`config.mk`:
```
export PLATFORM = sky130hd
export DESIGN_NAME = vga_index_scanout
export DESIGN_NICKNAME = d
export VERILOG_FILES = /design/src/rtl/vga_index_scanout.sv
export SDC_FILE = /design/constraint.sdc
export NUM_CORES = 1
export LEC_CHECK = 0
export CORE_ASPECT_RATIO = 1.75
export CORE_UTILIZATION = 35
export CTS_CLUSTER_SIZE = 40
export DETAILED_ROUTE_END_ITERATION = 12
export GPL_TIMING_DRIVEN = 0
export HOLD_SLACK_MARGIN = 0.1
export RECOVER_POWER = 50
export SYNTH_ARGS = -nofsm -noshare
export SYNTH_HDL_FRONTEND = slang
export SYNTH_SLANG_ARGS = --single-unit
```
`constraint.sdc`:
```
create_clock -name clock -period 4.3 [get_ports clock]
set_input_delay 1.075 -clock clock [delete_from_list [all_inputs] [get_ports clock]]
set_output_delay 1.075 -clock clock [all_outputs]
set_load 0.01 [all_outputs]
```
`src/rtl/vga_index_scanout.sv`:
```
// rtl/vga_index_scanout.sv - 640x480@60 VGA sweep reading a 3-bit index frame buffer through an 8-colour palette
// Sync, blank and RGB share a D = MEM_LATENCY+1 stage pipeline so they line up at the DAC.
module vga_index_scanout #(
   parameter int H_VISIBLE   = 640,
   parameter int H_FRONT     = 16,
   parameter int H_SYNC      = 96,
   parameter int H_BACK      = 48,
   parameter int V_VISIBLE   = 480,
   parameter int V_FRONT     = 10,
   parameter int V_SYNC      = 2,
   parameter int V_BACK      = 33,
   parameter int MEM_LATENCY = 2
) (
   input  logic        clock,
   input  logic        reset,
   output logic [18:0] mem_raddr,
   input  logic [2:0]  mem_rdata,
   output logic        vga_hs,
   output logic        vga_vs,
   output logic        vga_blank_n,
   output logic        vga_sync_n,
   output logic [7:0]  vga_r,
   output logic [7:0]  vga_g,
   output logic [7:0]  vga_b,
   output logic        frame_start
);

   localparam int H_TOTAL = H_VISIBLE + H_FRONT + H_SYNC + H_BACK;
   localparam int V_TOTAL = V_VISIBLE + V_FRONT + V_SYNC + V_BACK;
   localparam int D       = MEM_LATENCY + 1;
   localparam int HW      = $clog2(H_TOTAL);
   localparam int VW      = $clog2(V_TOTAL);

   localparam logic [HW-1:0] H_LAST      = HW'(H_TOTAL - 1);
   localparam logic [HW-1:0] H_VIS_LAST  = HW'(H_VISIBLE - 1);
   localparam logic [HW-1:0] H_SYNC_BEG  = HW'(H_VISIBLE + H_FRONT);
   localparam logic [HW-1:0] H_SYNC_END  = HW'(H_VISIBLE + H_FRONT + H_SYNC - 1);
   localparam logic [VW-1:0] V_LAST      = VW'(V_TOTAL - 1);
   localparam logic [VW-1:0] V_VIS_LAST  = VW'(V_VISIBLE - 1);
   localparam logic [VW-1:0] V_SYNC_BEG  = VW'(V_VISIBLE + V_FRONT);
   localparam logic [VW-1:0] V_SYNC_END  = VW'(V_VISIBLE + V_FRONT + V_SYNC - 1);

   logic [HW-1:0] r_h;
   logic [VW-1:0] r_v;
   logic [18:0]   r_addr;
   logic          r_frame_start;
   logic [D-1:0]  r_vis_pipe;
   logic [D-1:0]  r_hs_pipe;
   logic [D-1:0]  r_vs_pipe;
   logic [23:0]   r_rgb;

   logic          w_vis;
   logic          w_hs;
   logic          w_vs;
   logic          w_h_wrap;
   logic          w_frame_wrap;
   logic          w_last_pix;
   logic [23:0]   w_pal;

   assign w_vis        = (r_h <= H_VIS_LAST) && (r_v <= V_VIS_LAST);
   assign w_hs         = !((r_h >= H_SYNC_BEG) && (r_h <= H_SYNC_END));
   assign w_vs         = !((r_v >= V_SYNC_BEG) && (r_v <= V_SYNC_END));
   assign w_h_wrap     = (r_h == H_LAST);
   assign w_frame_wrap = w_h_wrap && (r_v == V_LAST);
   assign w_last_pix   = (r_h == H_VIS_LAST) && (r_v == V_VIS_LAST);

   // The address advances on leaving each visible pixel, so after the last
   // pixel of a line it already points at the first pixel of the next line.
   always_ff @(posedge clock or posedge reset) begin
      if (reset) begin
         r_h           <= '0;
         r_v           <= '0;
         r_addr        <= '0;
         r_frame_start <= 1'b0;
      end else begin
         r_frame_start <= w_frame_wrap;
         if (w_h_wrap) begin
            r_h <= '0;
            r_v <= (r_v == V_LAST) ? '0 : r_v + 1'b1;
         end else begin
            r_h <= r_h + 1'b1;
         end
         if (w_frame_wrap)
            r_addr <= '0;
         else if (w_vis && !w_last_pix)
            r_addr <= r_addr + 1'b1;
      end
   end

   always_comb begin
      w_pal = 24'h000000;
      case (mem_rdata)
         3'd0: w_pal = 24'h000000;
         3'd1: w_pal = 24'hFF0000;
         3'd2: w_pal = 24'h00FF00;
         3'd3: w_pal = 24'h0000FF;
         3'd4: w_pal = 24'hFFFF00;
         3'd5: w_pal = 24'h00FFFF;
         3'd6: w_pal = 24'hFF00FF;
         3'd7: w_pal = 24'hFFFFFF;
         default: w_pal = 24'h000000;
      endcase
   end

   // Stage D-2 of the visible flag belongs to the pixel whose index is on mem_rdata now.
   always_ff @(posedge clock or posedge reset) begin
      if (reset) begin
         r_vis_pipe <= '0;
         r_hs_pipe  <= '1;
         r_vs_pipe  <= '1;
         r_rgb      <= 24'h000000;
      end else begin
         r_vis_pipe <= {r_vis_pipe[D-2:0], w_vis};
         r_hs_pipe  <= {r_hs_pipe[D-2:0], w_hs};
         r_vs_pipe  <= {r_vs_pipe[D-2:0], w_vs};
         r_rgb      <= r_vis_pipe[D-2] ? w_pal : 24'h000000;
      end
   end

   assign mem_raddr   = r_addr;
   assign frame_start = r_frame_start;
   assign vga_hs      = r_hs_pipe[D-1];
   assign vga_vs      = r_vs_pipe[D-1];
   assign vga_blank_n = r_vis_pipe[D-1];
   assign vga_sync_n  = 1'b0;
   assign vga_r       = r_rgb[23:16];
   assign vga_g       = r_rgb[15:8];
   assign vga_b       = r_rgb[7:0];

endmodule

```
==> flow_metrics.env <==
export IMPL_grt_overflow=0
export IMPL_cts_inserted_buffers=5
export IMPL_cp_data_required_time_ns=4.47
export IMPL_max_slew_margin=0.2030
export IMPL_cts_hold_buf=0
export IMPL_ys_seq_area_frac=0.4787
export IMPL_tns_ns=0
export IMPL_vias=2146
export IMPL_rows=42
export IMPL_crit_fanout=10
export IMPL_power_frac_seq=0.467
export IMPL_ant_nets=0
export IMPL_ys_seq_elements=52
export IMPL_status="finished clean"
export IMPL_crit_chain="ha_1 -> nand3_1 -> nor4_1 -> nand2_1 -> clkbuf_1 -> o211ai_1 -> o31ai_1"
export IMPL_fmax_mhz=355.8
export IMPL_chipHeight_um=118.9
export IMPL_synth_warnings=0
export IMPL_p_sw_frac=0.2027
export IMPL_arrival_ns=2.98
export IMPL_synth_cells=269
export IMPL_p_leak_uw=0.001493
export IMPL_wl_per_cell_um=13.62
export IMPL_fin_util=0.4676
export IMPL_vdd_drop_max_uv=209.6
export IMPL_netlist_area_um2=2734
export IMPL_netlist_area_leader_share=0.4211
export IMPL_maxSlewViolCount=0
export IMPL_startpoint_type="flip-flop"
export IMPL_cts_tree="yes"
export IMPL_drt_iter0_drc=146
export IMPL_grt_max_degree=35
export IMPL_drive_gt1_frac=0.1550
export IMPL_clkPwrFrac=0.438
export IMPL_path_class="reg2reg"
export IMPL_drc_errors=0
export IMPL_post_cts_resized=0
export IMPL_ios=53
export IMPL_synth_edf_count=0
export IMPL_crit_slowest_cell="nor4_1"
export IMPL_hp_class="reg2reg"
export IMPL_htreeDepth=2
export IMPL_pwr_share_comb=0.094
export IMPL_synth_mux_area_frac=0.03341
export IMPL_gp_congestion=0.7746
export IMPL_finalHoldViolCount=0
export IMPL_synth_top_cell_by_area="dfrtp_1"
export IMPL_cts_setup_buffers=0
export IMPL_wirelength_um=5680
export IMPL_hpwl_um=4254
export IMPL_fillers=746
export IMPL_fin_nets=339
export IMPL_syn_area_per_cell_um2=10.16
export IMPL_firstDrtPassIters=4
export IMPL_cts_root_buf="clkbuf_16"
export IMPL_clock_latency_ns=0.29
export IMPL_syn_nets=280
export IMPL_ys_types=46
export IMPL_yosys_area_share_adder=0.02746
export IMPL_cts_num_sinks=52
export IMPL_first_global_vias=1984
export IMPL_async_reset_ff_frac=1.000
export IMPL_p_int_uw=847.9
export IMPL_crit_path_max_incr_delay_ns=0.97
export IMPL_worstMarginPinSlew_ns=1.185
export IMPL_total_power_uw=1063
export IMPL_vias_per_cell=5.146
export IMPL_ys_flop_type="dfrtp_1"
export IMPL_cap_violations=0
export IMPL_start_util=0.3613
export IMPL_finClkSkew_ns=0.008271
export IMPL_cts_reportedPaths_clkPinSlew_ns=0.07
export IMPL_reg2reg_depth=7
export IMPL_rsz0062_at_grt="no"
export IMPL_grt_usage=0.1550
export IMPL_synth_xor_area_share=0.04805
export IMPL_synth_compound_area_frac=0.07872
export IMPL_synth_area_leaders="dfrtp_1 (42%), buf_4 (6.3%), dfstp_2 (5.8%), nand4_1 (3.2%), nand2_1 (3.2%)"
export IMPL_synth_top_family_by_area="simple AND/OR/NAND/NOR gates"
export IMPL_port_buffers=51
export IMPL_power_density_nw_per_um2=300.5
export IMPL_core_um2=7567
export IMPL_dieArea_um2=8183
export IMPL_fin_crit_ns=2.810
export IMPL_end_kind="flip-flop"
export IMPL_synth_simple_area_share=0.2238
export IMPL_area_growth_pct=29.43
export IMPL_clockBufferDepth=2
export IMPL_antenna_found_initial=0
export IMPL_n_antenna_cell=0
export IMPL_grt_pass1_wl_um=9480
export IMPL_p_sw_uw=215.5
export IMPL_worstHoldPathCells=0
export IMPL_setup_viol=0
export IMPL_fin_crit_sh=0.6536
export IMPL_die_width_um=68.81
==> power groups by stage <==
stage | sequential (µW) | clock, µW | combinational, µW
after detailed placement | 506 | 0 | 103
after floorplan | 507 | 0 | 48.8
after global routing | 497 | 501 | 111
final | 497 | 466 | 100
after CTS | 497 | 487 | 103
after global placement | 506 | 0 | 100
==> final timing paths <==
kind | start | to | slack (ns)
setup reg to reg | r_h[0] | mem_raddr[15] | 1.49
hold / removal | r_hs_pipe[0] | r_hs_pipe[1] | 0.35
hold reg to reg | r_hs_pipe[0] | r_hs_pipe[1] | 0.35
min in group asynchronous | reset | r_vis_pipe[2] | 1.37
setup / recovery | r_h[0] | mem_raddr[15] | 1.49
max in group asynchronous | reset | r_vs_pipe[0] | 2.21
==> worst max-delay path: cells and delay by family, from the launching register on <==
kind / cells / cell delay, ns
AOI/OAI and AO/OA: 2 / 0.24
adders and majority gates: 1 / 0.23
buffers and inverters: 1 / 0.34
DFF: 1 / 0.42
and+or+nand+nor: 3 / 1.46
==> through the flow <==
step	cells	hold slack (ns)	worst slack [ns]	cell area, µm²
after global placement	408	0.3360	0.8897	3354
final	417	0.3535	1.490	3538
after global routing	417	0.3594	1.112	3538
after floorplan	269	0.3312	1.977	2734
after CTS	417	0.3576	1.764	3552
after detailed placement	409	0.3435	1.811	3374
==> cells by family (layout without fill, tap and decap cells) <==
group	after synthesis	in the layout
AOI/OAI and AO/OA	33	33
DFF	52	52
buffers and inverters	44	104
other	1	1
xor gates and xnor gates	15	15
and+or+nand+nor	109	109
muxes	9	9
adders and majority gates	6	6
==> layout by cell type, fill, tap and decap left out, types with 4 or more instances in the layout <==
| cell | synthesis | final |
|---|---|---|
| clkdlybuf4s50_1 | 0 | 48 |
| dfrtp_1 | 46 | 46 |
| buf_4 | 23 | 23 |
| nand2_1 | 23 | 23 |
| nor2_1 | 18 | 18 |
| nand3_1 | 14 | 14 |
| nand4_1 | 14 | 14 |
| o31ai_1 | 9 | 9 |
| or4_1 | 9 | 9 |
| xnor2_1 | 9 | 9 |
| inv_1 | 8 | 8 |
| a21oi_1 | 8 | 8 |
| mux2i_1 | 8 | 8 |
| clkbuf_1 | 5 | 6 |
| o21ai_0 | 6 | 6 |
| xor2_1 | 6 | 6 |
| ha_1 | 6 | 6 |
| dfstp_2 | 6 | 6 |
| nor3_1 | 5 | 5 |
| clkbuf_16 | 0 | 5 |
| or3_1 | 4 | 4 |
| and2_1 | 4 | 4 |
==> Yosys cell counts, types with 8 or more instances <==
master,count
a21oi_1,8
dfrtp_1,46
or4_1,9
nor2_1,18
buf_4,23
nand3_1,14
mux2i_1,8
o31ai_1,9
inv_1,8
xnor2_1,9
nand4_1,14
nand2_1,23
==> sequential cells by signal, indices dropped and copies added (netlist names) <==
| signal | cells |
|---|---|
| r_h | 10 |
| r_hs_pipe | 3 |
| r_vs_pipe | 3 |
| frame_start | 1 |
| r_vis_pipe | 3 |
| r_v | 10 |
| r_rgb | 3 |
| mem_raddr | 19 |
==> layer usage <==
metal / vias up / wire length (µm) / global-route usage / share of wire
li1: 1046 / - / - / -
met1: 1037 / 2222 / 0.1741 / 0.39
met2: 58 / 3107 / 0.2721 / 0.55
met3: 5 / 237 / 0.02969 / 0.042
met4: 0 / 112 / 0.06505 / 0.020
met5: - / 0 / 0 / 0
==> cell type report <==
type,instances,area (µm²),area share
well taps,88,110.1,0.03112
flip-flops and latches,52,1309,0.3699
repair buffers,52,530.5,0.1499
clock inverters,2,38.79,0.01096
plain buffers,34,239.0,0.06754
inverters,10,50.05,0.01414
clock buffers,6,138.9,0.03925
multi-input cells,173,1122,0.3172
No activity file was read; power rests on OpenSTA's default activity.
